`src/rtl/logo_motion_ctrl_if.sv`:
```
// Bus between the bouncing-logo motion controller and its neighbours:
// scanline/gamepad inputs in, logo origin and status out.
// The controller uses the slave modport; the sync generator, gamepad
// decoder and pixel path together form the master side.
interface logo_motion_ctrl_if;
    logic [9:0] vpos;
    logic       btn_start;
    logic       btn_up;
    logic       btn_down;
    logic       btn_left;
    logic       btn_right;
    logic [9:0] logo_left;
    logic [9:0] logo_top;
    logic       manual_mode;
    logic       update_done;
    logic [7:0] bounce_count;

    modport master (
        output vpos,
        output btn_start,
        output btn_up,
        output btn_down,
        output btn_left,
        output btn_right,
        input  logo_left,
        input  logo_top,
        input  manual_mode,
        input  update_done,
        input  bounce_count
    );

    modport slave (
        input  vpos,
        input  btn_start,
        input  btn_up,
        input  btn_down,
        input  btn_left,
        input  btn_right,
        output logo_left,
        output logo_top,
        output manual_mode,
        output update_done,
        output bounce_count
    );
endinterface

```
`src/rtl/logo_motion_ctrl.sv`:
```
// logo_motion_ctrl: once per frame (on the vpos wrap to 0) moves the
// logo's top-left origin, bouncing off the screen edges or following the
// gamepad in manual mode. Updates take four cycles, all inside scanline 0.
// Optional feature macro: LOGO_BOUNCE_COUNT_EN builds the wall-reflection
// counter; without it bounce_count is tied to 0.
module logo_motion_ctrl #(
    parameter int DISPLAY_WIDTH  = 640,
    parameter int DISPLAY_HEIGHT = 480,
    parameter int LOGO_SIZE      = 64,
    parameter int INIT_X         = 200,
    parameter int INIT_Y         = 200,
    parameter int STEP           = 1
) (
    input logic               clk,
    input logic               reset,
    logo_motion_ctrl_if.slave bus
);

    // 11-bit limits and step so that pos-STEP below zero is visible
    localparam logic [10:0] XMAX     = 11'(DISPLAY_WIDTH - LOGO_SIZE);
    localparam logic [10:0] YMAX     = 11'(DISPLAY_HEIGHT - LOGO_SIZE);
    localparam logic [10:0] STEP_W   = 11'(STEP);
    localparam logic [9:0]  INIT_LEFT = 10'(INIT_X);
    localparam logic [9:0]  INIT_TOP  = 10'(INIT_Y);

    typedef enum logic [1:0] {
        IDLE   = 2'd0,
        MOVE_X = 2'd1,
        MOVE_Y = 2'd2,
        COMMIT = 2'd3
    } state_t;

    typedef struct packed {
        logic [9:0] pos;
        logic       dir;
    } axis_t;

    // Direction after the gamepad override; the negative button wins a tie
    function automatic logic effDir(input logic dir, input logic btnNeg,
                                    input logic btnPos);
        logic d;
        if (btnNeg)      d = 1'b0;
        else if (btnPos) d = 1'b1;
        else             d = dir;
        return d;
    endfunction

    // One axis update: saturating move in manual mode, reflecting move in
    // bounce mode. Direction is left untouched while in manual mode.
    function automatic axis_t axisStep(input logic [9:0]  pos,
                                       input logic        dir,
                                       input logic        btnNeg,
                                       input logic        btnPos,
                                       input logic        manual,
                                       input logic [10:0] lim);
        axis_t       res;
        logic [10:0] wide;
        logic [10:0] sum;
        wide    = {1'b0, pos};
        sum     = wide + STEP_W;
        res.pos = pos;
        res.dir = dir;
        if (manual) begin
            if (btnNeg && !btnPos) begin
                res.pos = (wide <= STEP_W) ? 10'd0 : 10'(wide - STEP_W);
            end else if (btnPos && !btnNeg) begin
                res.pos = (sum >= lim) ? 10'(lim) : 10'(sum);
            end
        end else if (effDir(dir, btnNeg, btnPos)) begin
            if (sum >= lim) begin
                res.pos = 10'(lim);
                res.dir = 1'b0;
            end else begin
                res.pos = 10'(sum);
                res.dir = 1'b1;
            end
        end else begin
            if (wide <= STEP_W) begin
                res.pos = 10'd0;
                res.dir = 1'b1;
            end else begin
                res.pos = 10'(wide - STEP_W);
                res.dir = 1'b0;
            end
        end
        return res;
    endfunction

    state_t     r_state;
    state_t     w_stateNext;
    logic       w_tick;
    logic       w_latch;
    logic       w_moveX;
    logic       w_moveY;
    logic       w_commit;

    logic [9:0] r_prevVpos;
    logic       r_btnStart;
    logic       r_btnUp;
    logic       r_btnDown;
    logic       r_btnLeft;
    logic       r_btnRight;
    logic       r_startRef;

    logic [9:0] r_left;
    logic [9:0] r_top;
    logic       r_dirX;
    logic       r_dirY;
    logic       r_manual;
    logic       r_done;

    axis_t      w_axisX;
    axis_t      w_axisY;

    // Frame tick: first cycle of scanline 0
    assign w_tick = (bus.vpos == 10'd0) && (r_prevVpos != 10'd0);

    // Candidate next positions from the latched buttons and current mode
    assign w_axisX = axisStep(r_left, r_dirX, r_btnLeft, r_btnRight, r_manual, XMAX);
    assign w_axisY = axisStep(r_top, r_dirY, r_btnUp, r_btnDown, r_manual, YMAX);

    // FSM state register
    always_ff @(posedge clk or posedge reset) begin
        if (reset) r_state <= IDLE;
        else       r_state <= w_stateNext;
    end

    // FSM sequencing: IDLE -> MOVE_X -> MOVE_Y -> COMMIT -> IDLE
    always_comb begin
        w_stateNext = r_state;
        w_latch     = 1'b0;
        w_moveX     = 1'b0;
        w_moveY     = 1'b0;
        w_commit    = 1'b0;
        case (r_state)
            IDLE: begin
                if (w_tick) begin
                    w_latch     = 1'b1;
                    w_stateNext = MOVE_X;
                end
            end
            MOVE_X: begin
                w_moveX     = 1'b1;
                w_stateNext = MOVE_Y;
            end
            MOVE_Y: begin
                w_moveY     = 1'b1;
                w_stateNext = COMMIT;
            end
            COMMIT: begin
                w_commit    = 1'b1;
                w_stateNext = IDLE;
            end
            default: w_stateNext = IDLE;
        endcase
    end

    // Previous scanline for wrap detection
    always_ff @(posedge clk or posedge reset) begin
        if (reset) r_prevVpos <= 10'd0;
        else       r_prevVpos <= bus.vpos;
    end

    // Snapshot of the gamepad taken at the frame tick
    always_ff @(posedge clk or posedge reset) begin
        if (reset) begin
            r_btnStart <= 1'b0;
            r_btnUp    <= 1'b0;
            r_btnDown  <= 1'b0;
            r_btnLeft  <= 1'b0;
            r_btnRight <= 1'b0;
        end else if (w_latch) begin
            r_btnStart <= bus.btn_start;
            r_btnUp    <= bus.btn_up;
            r_btnDown  <= bus.btn_down;
            r_btnLeft  <= bus.btn_left;
            r_btnRight <= bus.btn_right;
        end
    end

    // Horizontal position and direction, updated in MOVE_X
    always_ff @(posedge clk or posedge reset) begin
        if (reset) begin
            r_left <= INIT_LEFT;
            r_dirX <= 1'b1;
        end else if (w_moveX) begin
            r_left <= w_axisX.pos;
            r_dirX <= w_axisX.dir;
        end
    end

    // Vertical position and direction, updated in MOVE_Y
    always_ff @(posedge clk or posedge reset) begin
        if (reset) begin
            r_top  <= INIT_TOP;
            r_dirY <= 1'b0;
        end else if (w_moveY) begin
            r_top  <= w_axisY.pos;
            r_dirY <= w_axisY.dir;
        end
    end

    // Start-button edge toggles the mode at COMMIT; done pulses one cycle
    always_ff @(posedge clk or posedge reset) begin
        if (reset) begin
            r_manual   <= 1'b0;
            r_startRef <= 1'b0;
            r_done     <= 1'b0;
        end else begin
            r_done <= w_commit;
            if (w_commit) begin
                r_manual   <= r_manual ^ (r_btnStart & ~r_startRef);
                r_startRef <= r_btnStart;
            end
        end
    end

`ifdef LOGO_BOUNCE_COUNT_EN
    logic       r_hitX;
    logic       w_hitX;
    logic       w_hitY;
    logic [7:0] r_bounceCount;

    // A reflection is a bounce-mode move that flipped the overridden direction
    assign w_hitX = !r_manual && (w_axisX.dir != effDir(r_dirX, r_btnLeft, r_btnRight));
    assign w_hitY = !r_manual && (w_axisY.dir != effDir(r_dirY, r_btnUp, r_btnDown));

    // Hold the X reflection until both axes are known
    always_ff @(posedge clk or posedge reset) begin
        if (reset)        r_hitX <= 1'b0;
        else if (w_moveX) r_hitX <= w_hitX;
    end

    // Add this frame's reflections (0..2) at MOVE_Y, wrapping mod 256
    always_ff @(posedge clk or posedge reset) begin
        if (reset)        r_bounceCount <= 8'd0;
        else if (w_moveY) r_bounceCount <= r_bounceCount + 8'(r_hitX) + 8'(w_hitY);
    end

    assign bus.bounce_count = r_bounceCount;
`else
    assign bus.bounce_count = 8'd0;
`endif

    assign bus.logo_left   = r_left;
    assign bus.logo_top    = r_top;
    assign bus.manual_mode = r_manual;
    assign bus.update_done = r_done;

endmodule
```
`src/flat_wrapper.sv`:
```
// flat-port wrapper written by rule: the top's interface ports become plain ports
module logo_motion_ctrl_flat 
#(
    parameter int DISPLAY_WIDTH  = 640,
    parameter int DISPLAY_HEIGHT = 480,
    parameter int LOGO_SIZE      = 64,
    parameter int INIT_X         = 200,
    parameter int INIT_Y         = 200,
    parameter int STEP           = 1
)
  (clk, reset, bus_vpos, bus_btn_start, bus_btn_up, bus_btn_down, bus_btn_left, bus_btn_right, bus_logo_left, bus_logo_top, bus_manual_mode, bus_update_done, bus_bounce_count);
  logo_motion_ctrl_if bus_i ();
  input logic clk;
  input logic reset;
  input wire logic [$bits(bus_i.vpos)-1:0] bus_vpos;
  input wire logic [$bits(bus_i.btn_start)-1:0] bus_btn_start;
  input wire logic [$bits(bus_i.btn_up)-1:0] bus_btn_up;
  input wire logic [$bits(bus_i.btn_down)-1:0] bus_btn_down;
  input wire logic [$bits(bus_i.btn_left)-1:0] bus_btn_left;
  input wire logic [$bits(bus_i.btn_right)-1:0] bus_btn_right;
  output wire logic [$bits(bus_i.logo_left)-1:0] bus_logo_left;
  output wire logic [$bits(bus_i.logo_top)-1:0] bus_logo_top;
  output wire logic [$bits(bus_i.manual_mode)-1:0] bus_manual_mode;
  output wire logic [$bits(bus_i.update_done)-1:0] bus_update_done;
  output wire logic [$bits(bus_i.bounce_count)-1:0] bus_bounce_count;
  assign bus_i.vpos = bus_vpos;
  assign bus_i.btn_start = bus_btn_start;
  assign bus_i.btn_up = bus_btn_up;
  assign bus_i.btn_down = bus_btn_down;
  assign bus_i.btn_left = bus_btn_left;
  assign bus_i.btn_right = bus_btn_right;
  assign bus_logo_left = bus_i.logo_left;
  assign bus_logo_top = bus_i.logo_top;
  assign bus_manual_mode = bus_i.manual_mode;
  assign bus_update_done = bus_i.update_done;
  assign bus_bounce_count = bus_i.bounce_count;
  logo_motion_ctrl #(.DISPLAY_WIDTH(DISPLAY_WIDTH), .DISPLAY_HEIGHT(DISPLAY_HEIGHT), .LOGO_SIZE(LOGO_SIZE), .INIT_X(INIT_X), .INIT_Y(INIT_Y), .STEP(STEP)) u_core (.clk(clk), .reset(reset), .bus(bus_i));
endmodule
```
`config.mk`:
```
export PLATFORM = sky130hd
export DESIGN_NAME = logo_motion_ctrl_flat
export DESIGN_NICKNAME = d
export VERILOG_FILES = /design/src/rtl/logo_motion_ctrl_if.sv /design/src/rtl/logo_motion_ctrl.sv /design/src/flat_wrapper.sv
export SDC_FILE = /design/constraint.sdc
export NUM_CORES = 1
export LEC_CHECK = 0
export ABC_CLOCK_PERIOD_IN_PS = 2040
export CORE_MARGIN = 2
export CORE_UTILIZATION = 50
export CTS_CLUSTER_DIAMETER = 50
export CTS_CLUSTER_SIZE = 12
export DETAILED_ROUTE_END_ITERATION = 8
export GPL_TIMING_DRIVEN = 0
export PLACE_DENSITY = 0.83
export SLEW_MARGIN = 5
export SYNTH_ARGS = -nofsm -noshare
export SYNTH_HDL_FRONTEND = slang
export SYNTH_SLANG_ARGS = --single-unit
```
`constraint.sdc`:
```
create_clock -name clk -period 2.04 [get_ports clk]
set_input_delay 0.408 -clock clk [delete_from_list [all_inputs] [get_ports clk]]
set_output_delay 0.408 -clock clk [all_outputs]
set_load 0.02 [all_outputs]
```
==> metrics.yaml, run 1 <==
status: "complete, but fails checks"
violations: "setup timing"
ys.flop_type: "dfrtp_1"
grt-ovfl-total: 0
drt-total-wl_um: 9090
synth.most_common_cell: "nand2_1"
numCtsBuffers: 5
viasPerCell: 6.52
cts_tree: "built"
grtUsageMet1_pct: 34.3
finalPower_mw: 3.31
grt_usage_pct: 23.9
synth_top_area_share_pct: 27.2
drive_above_1_share_pct: 30.5
grt_first_pass_wirelength_um: 14200
fin_crit_ns: 2.33
num_rows: 29
clk_pin_slew_worst_paths_ns: 0.11
synth_edf_count: 0
die_area_sq_mm: 0.00709
busiest_layer: "met2"
multi_input_area_sq_mm: 0.00225
core_sq_mm: 0.00628
hold_violations: 0
initial_utilization_pct: 51.3
vias: 3477
hold_buffers: 0
synthTopCellsByCount: "36 x nand2_1, 35 x dfrtp_1, 29 x o21ai_0, 27 x nor2_1, 22 x a21oi_1"
fillCellCount: 452
cellLeakagePower_nw: 1.73
powerDensity_mw_per_mm2: 755
insertion_delay_ns: 0.32
cpPeakStageDelay_ns: 0.62
first_pass_iters: 6
setup_ws_ns: -0.295
cp.arrival_ns: 2.53
path_cells: "nand2_4 -> or3_4 -> a22o_1 -> a211oi_4 -> buf_6 -> o211ai_1 -> a32oi_1"
rsz0062_at_grt: "yes"
antenna_found_initial: 0
grt_max_degree: 32
yosysTopAreaCell: "dfrtp_1"
maxCapViolCount: 0
synth_seq_cells: 42
critPathRequiredTime_ns: 2.23
tightest_slew_ns: 0.598
slew_headroom_pct: 59.9
dp_hpwl_um: 5690
diodes: 0
avgSynthCellArea_sq_um: 8.38
grt_pass1_vias: 2957
port_buffers: 38
grt_use_met2_pct: 37.2
ant_nets: 0
clock.fmax_ghz: 0.428
worst_setup_path_end_kind: "flop"
grt_use_met3_pct: 3.83
hold_path.class: "in2async"
cp_num_buf_inv: 1
yosysUniqueCellTypes: 70
gp_congestion: 0.898
cp-start-kind: "flop"
setup_tns_ns: -1.10
io_pins: 47
nets: 484
peakVddDrop_mv: 0.560
fin_crit_sh_pct: 114
path_max_fanout: 5
setup_violations: 8
synth_area_leaders: "dfrtp_1 27%, dfstp_2 5.7%, ha_1 4.7%"
cts_max_path_buffers: 2
crit_family: "compound AO/OA/AOI/OAI gates"
cts_root_buf: "clkbuf_8"
drv_slew: 0
drc: 0
cts_sinks: 42
syn_area_sq_mm: 0.00322
fin_skew_ns: 0.0161
area_growth_pct: 36.1
utilization_pct: 69.8
ff_latch_area_sq_mm: 0.00107
dieWidth_um: 84.2
htreeDepth: 2
yosysSeqAreaShare_pct: 32.9
postSynthCellCount: 384
drt_iter0_markers: 501
die-height_um: 84.2
yosys_warnings: 0
ys_async_sr_fraction_pct: 100
wl_per_cell_um: 17.1
cp_slowest_cell: "dfstp_2"
crit_type: "reg2reg"
[cells in the final DEF, fill, tap and decap left out, types with 6 or more instances in the layout]
cell,n
clkdlybuf4s50_1,38
buf_4,34
nand2_1,32
dfrtp_1,29
o21ai_0,25
nor2_1,22
a21oi_1,20
inv_1,18
nor3_1,11
xnor2_1,9
nand3_1,9
conb_1,8
nand4_1,7
clkbuf_8,7
xor2_1,7
ha_1,7
dfstp_2,7
a31oi_1,6
dfrtp_2,6
[per-stage QoR]
stage	setup slack, ns	instance area, sq um	cells	hold WS [ns]
5_1_grt	-0.333	4380	533	0.388
3_3_place_gp	-0.391	3780	506	0.475
4_1_cts	-0.205	4090	523	0.365
2_1_floorplan	-0.131	3300	391	0.439
3_5_place_dp	-0.440	3800	507	0.495
6_report	-0.295	4380	533	0.341
[cell type report]
cell class / count / share of cell area (%)
timing repair buffer: 61 / 12.9
multi-input combinational: 296 / 51.4
clock inverter: 3 / 0.657
buffer: 28 / 4.97
sequential: 42 / 24.4
clock buffer: 5 / 1.57
tap: 77 / 2.20
inverter: 21 / 1.89
[report_power, final]
part           total (mW)  switching (mW)  internal, mW  leakage, nW
Combinational        1.67           0.964         0.710         1.17
Sequential           1.03          0.0950         0.933        0.514
Clock               0.605           0.349         0.256       0.0506
[cell families after synthesis]
kind of cell	Yosys count	synth area share, %
buf+inv	53	8.05
mux	7	2.41
flops	42	32.9
simple gates	141	23.0
fa+ha+maj	12	4.67
xor+xnor	16	4.35
other cells	1	0.117
compound gates	112	24.5
[worst paths after layout]
kind,from,to,slack [ns],cells after the start
worst max-delay path,u_core.bus.logo_left[3]$_DFFE_PP1P_,u_core.bus.logo_left[5]$_DFFE_PP0P_,-0.29,7
worst min-delay path,reset,u_core.bus.logo_top[2]$_DFFE_PP0P_,0.34,2
worst max register to register,u_core.bus.logo_left[3]$_DFFE_PP1P_,u_core.bus.logo_left[5]$_DFFE_PP0P_,-0.29,7
worst min register to register,u_core.r_dirX$_DFFE_PP1P_,u_core.r_dirX$_DFFE_PP1P_,0.51,2
max in group asynchronous,reset,u_core.bus.logo_left[3]$_DFFE_PP1P_,1.16,3
min in group clk,u_core.r_dirX$_DFFE_PP1P_,u_core.r_dirX$_DFFE_PP1P_,0.51,2
[state kept, by name (all words and copies together), names as in the netlist]
name,cells
u_core.r_state,2
u_core.r_btnUp,1
u_core.r_btnDown,1
u_core.bus.update_done,1
u_core.bus.manual_mode,1
u_core.r_startRef,1
u_core.r_btnRight,1
u_core.bus.logo_top,10
u_core.r_dirX,1
u_core.r_dirY,1
u_core.r_prevVpos,10
u_core.r_btnStart,1
u_core.bus.logo_left,10
u_core.r_btnLeft,1
[metal layers]
metal,wire length (um),vias to the layer above
li1,-,1550
met1,3660,1612
met2,4190,258
met3,886,57
met4,354,0
met5,0,-
[what timing repair did]
action	in CTS	in global routing
cloned	1	0
pin swaps	8	20
buffers inserted	10	11
setup endpoints to repair	21	22
resized for setup	34	60
endpoints found under the hold margin	0	0
[worst reg2reg max path: stages (launching register included)]
cell,delay (ns)
dfstp_2,0.62
nand2_4,0.07
or3_4,0.39
a22o_1,0.22
a211oi_4,0.35
buf_6,0.17
o211ai_1,0.10
a32oi_1,0.30
(Power assumes the default switching activity.)
==> run 2: changes to the inputs <==
- SLEW_MARGIN: 5 -> 10
==> results of run 2 <==
Same layout as run 1: the final DEF is identical, and so are final timing and power.
==> run 3: changes to the inputs <==
- PLACE_DENSITY: 0.83 -> default
- PLACE_DENSITY_LB_ADDON: default -> 0.2
==> run 3 against run 2 <==
  * The run still ends with setup timing left
  * Routed wire length fell by 0.66%
  * Cell count up 1.3%
  * First-iteration DRC count down 36%
  * Total power decreased by 1.4%
  * Critical path depth did not move
  * Die area did not move
  * Clock power is essentially flat
  * Setup slack improved by 0.11 ns
  * Combinational power fell by 3%
  * Largest cell class unchanged
  * Highest routed layer unchanged
==> metrics.yaml, run 3 (same netlist as run 1, synthesis figures left out) <==
fin_skew_ns: 0.0132  # -0.00288 ns
worst_setup_path_end_kind: "flop"
violations: "setup timing"
ant_nets: 0  # unchanged
drt-total-wl_um: 9030  # -0.66%
num_rows: 29  # unchanged
tightest_slew_ns: 0.515  # -0.0834 ns
drv_slew: 0  # unchanged
nets: 491  # +1.4%
vias: 3320  # -4.5%
io_pins: 47  # unchanged
dieWidth_um: 84.2  # unchanged
initial_utilization_pct: 51.3  # unchanged
port_buffers: 38  # unchanged
htreeDepth: 2  # unchanged
cellLeakagePower_nw: 1.78  # +2.6%
setup_ws_ns: -0.185  # +0.109 ns
r2r-end: "u_core.bus.logo_left[5]$_DFFE_PP0P_"
antenna_found_initial: 0  # unchanged
setup_violations: 8  # unchanged
cts_sinks: 42  # unchanged
path_max_fanout: 5  # unchanged
fillCellCount: 495  # +9.5%
multi_input_area_sq_mm: 0.00227  # +0.67%
cpPeakStageDelay_ns: 0.57  # -0.05 ns
drc: 0  # unchanged
critPathRequiredTime_ns: 2.25  # +0.02 ns
maxCapViolCount: 0  # unchanged
setup_tns_ns: -0.862  # +0.238 ns
die_area_sq_mm: 0.00709  # unchanged
grt_pass1_vias: 2927  # -1.0%
gp_congestion: 0.941  # +4.9%
viasPerCell: 6.15  # -5.8%
clock.fmax_ghz: 0.449  # +4.9%
diodes: 0  # unchanged
dp_hpwl_um: 5780  # +1.7%
hold_violations: 0  # unchanged
first_pass_iters: 5  # -1
grt_first_pass_wirelength_um: 14200  # +0.30%
cts_tree: "built"
cts_max_path_buffers: 2  # unchanged
fin_crit_ns: 2.23  # -0.109 ns
grt_max_degree: 30  # -6.3%
fin_crit_sh_pct: 109  # -5.3 points
layoutNonFillerInstCount: 540  # +1.3%
core_sq_mm: 0.00628  # unchanged
drive_above_1_share_pct: 31.7  # +1.3 points
insertion_delay_ns: 0.31  # about the same
ff2ff_setup_slack_ns: -0.19  # +0.11 ns
grt-ovfl-total: 0  # unchanged
dp_slack_ns: -0.409  # +0.0309 ns
rsz0062_at_grt: "yes"
clk_pin_slew_worst_paths_ns: 0.11  # about the same
ff_latch_area_sq_mm: 0.00107  # +0.12%
dp_cells: 507  # unchanged
final_cell_mix: "38 x buf_4, 38 x clkdlybuf4s50_1, 32 x nand2_1, 28 x dfrtp_1, 25 x o21ai_0"
die-height_um: 84.2  # unchanged
powerDensity_mw_per_mm2: 731  # -3.1%
finalPower_mw: 3.26  # -1.4%
status: "complete, but fails checks"
numCtsBuffers: 5  # unchanged
cts_root_buf: "clkbuf_8"
path_cells: "nand3_2 -> or3_4 -> a22o_1 -> a211oi_4 -> buf_6 -> o211ai_1 -> a32oi_1"
drt_iter0_markers: 320  # -36%
worst_r2r_path_depth: 7  # unchanged
crit_type: "reg2reg"
cp.arrival_ns: 2.43  # -0.10 ns
peakVddDrop_mv: 0.467  # -17%
slew_headroom_pct: 65.7  # +5.8 points
reg2reg_from: "u_core.bus.logo_left[6]$_DFFE_PP1P_"
utilization_pct: 71.0  # +1.3 points
hold_path.class: "in2async"
area_growth_pct: 38.6
cp_slowest_cell: "dfstp_2"
hold_buffers: 0  # unchanged
grt_usage_pct: 24.0  # +0.15 points
cp-start-kind: "flop"
wl_per_cell_um: 16.7  # -1.9%
run 3: what timing repair did:
| item | 4_1_cts | 5_1_grt |
|---|---|---|
| resized for setup | 30 | 72 |
| pin swaps | 10 | 18 |
| endpoints found under the hold margin | 0 | 0 |
| gates cloned | 1 | 0 |
| setup buffers | 14 | 14 |
| endpoints found under the setup margin | 20 | 22 |
run 3: final cells by class:
class	instances	share of cell area (%)
Tap cell	77	2.16
Timing Repair Buffer	68	13.9
Inverter	21	1.85
Multi-Input combinational cell	296	50.9
Clock inverter	3	0.645
Sequential cell	42	24.0
Buffer	28	5.02
Clock buffer	5	1.54
run 3: per-stage QoR:
| step | hold slack, ns | instance area (sq um) |
|---|---|---|
| 4_1_cts | 0.385 | 4120 |
| 5_1_grt | 0.389 | 4460 |
| 3_3_place_gp | 0.475 | 3780 |
| 6_report | 0.366 | 4460 |
| 3_5_place_dp | 0.493 | 3800 |
| 2_1_floorplan | 0.439 | 3300 |
run 3: metal layers:
| layer | vias up | share of wire, % | track usage, % | wire [um] |
|---|---|---|---|---|
| met3 | 17 | 6.4 | 3.24 | 580 |
| li1 | 1560 | - | - | - |
| met2 | 149 | 48 | 38.2 | 4310 |
| met1 | 1594 | 44 | 35.2 | 4010 |
| met5 | - | 0 | 0 | 0 |
| met4 | 0 | 1.4 | 4.99 | 124 |
run 3: worst max-delay path by stage:
stage / start / cells past startpoint / slack, ns / end
finish: u_core.bus.logo_left[6]$_DFFE_PP1P_ / 7 / -0.19 / u_core.bus.logo_left[5]$_DFFE_PP0P_
global route: u_core.bus.logo_left[3]$_DFFE_PP1P_ / 6 / -0.26 / u_core.bus.logo_left[2]$_DFFE_PP0P_
CTS: u_core.bus.logo_left[3]$_DFFE_PP1P_ / 8 / -0.21 / u_core.bus.logo_left[4]$_DFFE_PP0P_
detailed placement: u_core.r_btnDown$_DFFE_PP0P_ / 8 / -0.41 / u_core.bus.logo_top[4]$_DFFE_PP0P_
global placement: u_core.bus.logo_left[1]$_DFFE_PP0P_ / 9 / -0.37 / u_core.bus.logo_left[5]$_DFFE_PP0P_
floorplan: u_core.bus.logo_left[3]$_DFFE_PP1P_ / 8 / -0.13 / u_core.bus.logo_left[4]$_DFFE_PP0P_
run 3: power by group:
part / internal (mW) / switching (mW) / total, mW
logic: 0.693 / 0.932 / 1.62
registers: 0.933 / 0.0978 / 1.03
clock network: 0.257 / 0.349 / 0.606
total: 1.88 / 1.38 / 3.26
run 3: critical path: cells and delay by family, from the launching register on:
family,cells,cell delay (ns)
buffers and inverters,1,0.18
AOI/OAI and AO/OA,4,0.88
DFF,1,0.57
and+or+nand+nor,2,0.49
